`config.mk`:
```
export PLATFORM = sky130hd
export DESIGN_NAME = bcd_addsub_serial
export DESIGN_NICKNAME = d
export VERILOG_FILES = /design/src/rtl/bcd_pkg.sv /design/src/rtl/bcd_digit_add.sv /design/src/rtl/bcd_addsub_serial.sv
export SDC_FILE = /design/constraint.sdc
export NUM_CORES = 1
export LEC_CHECK = 0
export CORE_ASPECT_RATIO = 1.4
export CORE_MARGIN = 10
export CORE_UTILIZATION = 57
export DETAILED_ROUTE_END_ITERATION = 8
export PLACE_DENSITY_LB_ADDON = 0.25
export SYNTH_ARGS = -nofsm -noshare
export SYNTH_HDL_FRONTEND = slang
export SYNTH_SLANG_ARGS = --single-unit
```
`constraint.sdc`:
```
create_clock -name clk -period 6.01 [get_ports clk]
set_input_delay 1.202 -clock clk [delete_from_list [all_inputs] [get_ports clk]]
set_output_delay 1.202 -clock clk [all_outputs]
set_load 0.005 [all_outputs]
```
`src/rtl/bcd_pkg.sv`:
```
// Shared types and constants for the serial packed-BCD adder/subtractor.
// No logic of its own; the nines' complement helper is purely combinational.
// No flow control here; see bcd_addsub_serial for the handshakes.
package bcd_pkg;

  typedef enum logic [2:0] {
    IDLE,
    CHECK,
    ADD,
    FIX,
    DONE
  } state_t;

  localparam logic [3:0] BCD_MAX  = 4'd9;
  localparam logic [3:0] BCD_CORR = 4'd6;

  // Nines' complement of one decimal digit.
  function automatic logic [3:0] nines(input logic [3:0] d);
    return BCD_MAX - d;
  endfunction

endpackage

```
`src/rtl/bcd_digit_add.sv`:
```
// One decimal digit adder: x + y + cin with +6 correction when the sum exceeds 9.
// Latency: combinational, zero cycles.
// Backpressure: none; the parent sequences the operands.
module bcd_digit_add
  import bcd_pkg::*;
(
  input  logic [3:0] x,
  input  logic [3:0] y,
  input  logic       cin,
  output logic [3:0] digit,
  output logic       cout
);

  logic [4:0] s;

  // Binary sum, then decimal correction into the next digit.
  always_comb begin
    s = {1'b0, x} + {1'b0, y} + {4'b0000, cin};
    if (s > {1'b0, BCD_MAX}) begin
      digit = s[3:0] + BCD_CORR;
      cout  = 1'b1;
    end else begin
      digit = s[3:0];
      cout  = 1'b0;
    end
  end

endmodule

```
`src/rtl/bcd_addsub_serial.sv`:
```
// Digit-serial packed-BCD add/sub with sign-magnitude result and non-BCD detection.
// Latency (accept edge to out_valid): N+2 add/non-negative sub, 2N+2 negative sub, 2 invalid.
// Backpressure: result held in DONE until out_ready; in_ready only in IDLE.
module bcd_addsub_serial
  import bcd_pkg::*;
#(
  parameter int N_DIGITS = 4
) (
  input  logic                  clk,
  input  logic                  rst_n,
  input  logic                  in_valid,
  output logic                  in_ready,
  input  logic                  op_sub,
  input  logic [4*N_DIGITS-1:0] a,
  input  logic [4*N_DIGITS-1:0] b,
  output logic                  out_valid,
  input  logic                  out_ready,
  output logic [4*N_DIGITS-1:0] result,
  output logic                  carry_out,
  output logic                  negative,
  output logic                  invalid
);

  localparam int W  = 4 * N_DIGITS;
  localparam int CW = (N_DIGITS > 1) ? $clog2(N_DIGITS) : 1;
  localparam logic [CW-1:0] LAST = CW'(N_DIGITS - 1);

  state_t          state, state_nxt;
  logic [CW-1:0]   cnt;
  logic            carry;
  logic [W-1:0]    a_q, b_q;
  logic            sub_q;

  logic [CW+1:0]   base;
  logic            last_dig;
  logic            bad;
  logic [3:0]      a_dig, b_dig, r_dig;
  logic [3:0]      x, y, sum_dig;
  logic            sum_cout;

  assign base     = {cnt, 2'b00};
  assign last_dig = (cnt == LAST);
  assign a_dig    = a_q[base +: 4];
  assign b_dig    = b_q[base +: 4];
  assign r_dig    = result[base +: 4];

  // Flag any captured operand digit outside 0..9.
  always_comb begin
    bad = 1'b0;
    for (int i = 0; i < N_DIGITS; i++) begin
      if (a_q[4*i +: 4] > BCD_MAX || b_q[4*i +: 4] > BCD_MAX) bad = 1'b1;
    end
  end

  // Shared digit adder: A + (B or 9-B) during ADD, (9-R) + carry during FIX.
  always_comb begin
    if (state == FIX) begin
      x = nines(r_dig);
      y = 4'd0;
    end else begin
      x = a_dig;
      y = sub_q ? nines(b_dig) : b_dig;
    end
  end

  bcd_digit_add u_digit (
    .x     (x),
    .y     (y),
    .cin   (carry),
    .digit (sum_dig),
    .cout  (sum_cout)
  );

  // State register.
  always_ff @(posedge clk or negedge rst_n) begin
    if (!rst_n) state <= IDLE;
    else        state <= state_nxt;
  end

  // Next state and handshake outputs.
  always_comb begin
    state_nxt = state;
    in_ready  = 1'b0;
    out_valid = 1'b0;
    case (state)
      IDLE: begin
        in_ready = 1'b1;
        if (in_valid) state_nxt = CHECK;
      end
      CHECK: state_nxt = bad ? DONE : ADD;
      ADD: begin
        // A subtraction without final carry means A<B: recomplement in FIX.
        if (last_dig) state_nxt = (sub_q && !sum_cout) ? FIX : DONE;
      end
      FIX: if (last_dig) state_nxt = DONE;
      DONE: begin
        out_valid = 1'b1;
        if (out_ready) state_nxt = IDLE;
      end
      default: state_nxt = IDLE;
    endcase
  end

  // Operand capture, digit counter, carry chain and result flags.
  always_ff @(posedge clk or negedge rst_n) begin
    if (!rst_n) begin
      a_q       <= '0;
      b_q       <= '0;
      sub_q     <= 1'b0;
      cnt       <= '0;
      carry     <= 1'b0;
      result    <= '0;
      carry_out <= 1'b0;
      negative  <= 1'b0;
      invalid   <= 1'b0;
    end else begin
      case (state)
        IDLE: begin
          if (in_valid) begin
            a_q   <= a;
            b_q   <= b;
            sub_q <= op_sub;
          end
        end
        CHECK: begin
          cnt       <= '0;
          carry_out <= 1'b0;
          negative  <= 1'b0;
          if (bad) begin
            invalid <= 1'b1;
            result  <= '0;
          end else begin
            invalid <= 1'b0;
            // Subtraction adds the nines' complement plus one.
            carry   <= sub_q;
          end
        end
        ADD: begin
          result[base +: 4] <= sum_dig;
          carry             <= sum_cout;
          cnt               <= last_dig ? '0 : cnt + 1'b1;
          if (last_dig) begin
            if (!sub_q) begin
              carry_out <= sum_cout;
            end else if (!sum_cout) begin
              negative <= 1'b1;
              carry    <= 1'b1;
            end
          end
        end
        FIX: begin
          result[base +: 4] <= sum_dig;
          carry             <= sum_cout;
          cnt               <= last_dig ? '0 : cnt + 1'b1;
        end
        default: ;
      endcase
    end
  end

endmodule

```
==> metrics.csv <==
stage,metric,value,unit
worst_setup_path,start_kind,flop,
timing,tns,0,ns
worst_setup_path,crit_family,flip-flops,
worst_setup_path,cpMostUsedCell,fa_1,
logic_synthesis,synth_top_area_frac,0.459,
drt,wl_per_cell,19.6,µm
worst_setup_path,worstPathCellList,mux4_2 > xor2_1 > nand2_1 > fa_1 > inv_1 > fa_1 > xnor2_1 > ha_1 > a22oi_2 > nand3b_1 > and2_1 > a311o_1,
finish,num-nets-final,372,
timing,min_period,4.15,ns
drt,drtAntennaViolNets,0,
timing,finalHoldViolCount,0,
drt,vias_per_cell,6.04,
worst_setup_path,r2r_end,state[1],
cts,clkTransAtPathRegs,0.07,ns
drt,drc_errors,0,
worst_hold_path,hold_path_class,reg -> reg,
logic_synthesis,synth_edf_count,0,
drt,num_vias,2390,
worst_setup_path,worstRegToRegCells,12,
placed_design,dp_hpwl,5860,µm
logic_synthesis,synth_ff_type,dfrtp_1,
placed_design,gp_congestion,0.923,
global_route,grt_pass1_vias,2609,
worst_setup_path,r2r_setup_slack,1.86,ns
job,maxCapViolCount,0,
worst_setup_path,endpoint,state[1],
logic_synthesis,synth_warnings,0,
timing,grt_setup_unrepaired,no,
die,die-area,8970,µm²
global_route,grt_remaining_overflow,0,
timing,finalSetupViolCount,0,
drt,dr.pass1.iters,4,
logic_synthesis,synth_area,3160,µm²
logic_synthesis,synthArstFlopShare,1.00,
logic_synthesis,syn_avg_cell_area,12.0,µm²
timing,clock_skew,0.00631,ns
global_route,grt_max_degree,59,
timing,max_slew.worst_pin.slew,0.872,ns
cts,cts_inserted_buffers,9,
worst_setup_path,critPathRequiredTime,6.24,ns
logic_synthesis,synth_area_leaders,"dfrtp_1 46%, mux4_2 8.5%, mux2_2 7.1%",
logic_synthesis,yosysTopAreaCell,dfrtp_1,
finish,drive_above_1_share,0.186,
worst_setup_path,critPathLaunch,cnt[0],
timing,relSlewSlack,0.418,
finish,antenna_cells,0,
drt,drt_iter0_drc,194,
cts,clkLatencyLatePin,0.35,ns
worst_setup_path,cp_num_cells,12,
die,start_util,0.581,
cts,post_cts_resize_count,0,
worst_setup_path,r2r_start,cnt[0],
die,core.rowCount,32,
timing,slew_violations,0,
worst_setup_path,cp_max_fo,18,
logic_synthesis,netlist_instances,264,
global_route,antenna_found_initial,0,
worst_setup_path,cp_num_buf_inv,1,
logic_synthesis,synth_nets,313,
global_route,grt_pass1_wl,13000,µm
placed_design,port-buffer-count,57,
die,die_width,83.0,µm
worst_hold_path,min_from,a_q[4],
die,die_h,108,µm
timing,fin_crit_sh,0.691,
cts,holdBufCountCts,0,
cts,max-clock-path-buffers,2,
timing,fmaxAchievable,241,MHz
drt,routed_wl,7770,µm
worst_setup_path,crit_type,reg -> reg,
logic_synthesis,yosysUniqueCellTypes,47,
global_route,grtUsageTotal,0.178,
logic_synthesis,seq_area_frac_synth,0.459,
finish,syn2layout_area_growth,24.8,%
cts,cts_tree,yes,
logic_synthesis,synth-seq-cells,58,
worst_setup_path,cpPeakStageDelay,0.92,ns
worst_setup_path,cp_slowest_cell,dfrtp_1,
worst_setup_path,critPathCaptureType,flop,
cts,clockRootBuffer,clkbuf_8,
cts,cts_max_level,3,
cts,clock-sinks,58,
die,io_pins,58,
status,outcome,"complete, no violations",
die,design.core.area,5450,µm²
worst_hold_path,min_path_cells,1,
worst_setup_path,arrival,4.38,ns
cts,cts_setup_buffers,0,
## kinds of logic after synthesis
| family | after synthesis | synth area share |
|---|---|---|
| buffers and inverters | 36 | 0.0494 |
| adder cells (fa/ha/maj) | 12 | 0.0522 |
| AO/OA/AOI/OAI | 52 | 0.119 |
| flip-flops | 58 | 0.459 |
| XOR/XNOR | 4 | 0.0111 |
| AND/OR/NAND/NOR | 53 | 0.0937 |
| multiplexers | 49 | 0.216 |
## final cells by class
cell class | instances | area [µm²]
multi-input cells | 170 | 1560
fillers | 401 | 1500
flip-flops and latches | 58 | 1450
repair buffers | 60 | 588
clock buffers | 10 | 138
inverters | 24 | 90.1
well taps | 68 | 85.1
clock inverters | 6 | 41.3
## worst min-delay path by stage
stage,endpoint,slack (ns)
2_1_floorplan,b_q[12],0.45
3_3_place_gp,b_q[12],0.48
3_5_place_dp,a_q[4],0.49
4_1_cts,a_q[4],0.51
5_1_grt,a_q[4],0.52
6_report,a_q[4],0.51
## layout by cell type (no fill, tap or decap), types with 4 or more instances in the layout
master           instances
dfrtp_1                 58
a21oi_1                  8
mux4_2                  12
inv_1                   24
clkbuf_8                10
o22ai_1                  4
mux2_1                  15
nand4_1                  4
o32ai_1                 10
nand2_1                  8
mux2_2                  20
nor2_1                  14
o21ai_0                 12
ha_1                    10
clkdlybuf4s50_1         56
## sequential cells by signal, indices dropped and copies added, names as in the netlist
name / flops
a_q: 16
b_q: 16
carry: 1
carry_out: 1
cnt: 2
invalid: 1
negative: 1
result: 16
state: 3
sub_q: 1
## layer usage
metal  wire length [µm]  up-vias  GRT usage
li1                   -     1091          -
met5                  0        -          0
met1               2910     1187      0.192
met3                420       17     0.0527
met2               4240       95      0.313
met4                209        0     0.0902
## synth_stat cells, types with 3 or more instances
cell,instances
and2_1,3
nand3_1,3
o2bb2ai_1,3
mux2_2,20
nand3b_1,3
o22ai_1,4
o32ai_1,10
mux4_2,12
buf_4,3
dfrtp_1,58
ha_1,10
o21ai_0,12
a31o_2,3
nor3_1,3
nor2_1,14
inv_1,24
a21oi_1,8
nor2b_1,3
nand4_1,4
mux2_1,15
nand2_1,8
buf_2,8
## metrics by stage
| step | worst slack, ns | hold slack (ns) | area, µm² | cells | utilization |
|---|---|---|---|---|---|
| finish | 1.86 | 0.506 | 3950 | 396 | 0.725 |
| global route | 1.56 | 0.518 | 3950 | 396 | 0.725 |
| CTS | 1.89 | 0.505 | 3950 | 396 | 0.725 |
| detailed placement | 1.93 | 0.489 | 3770 | 380 | 0.693 |
| global placement | 2.08 | 0.480 | 3770 | 380 | 0.693 |
| floorplan | 2.43 | 0.453 | 3160 | 264 | - |
Power is not shown: default switching activity piles up to over one toggle a cycle in this logic, so the estimate is an artifact.
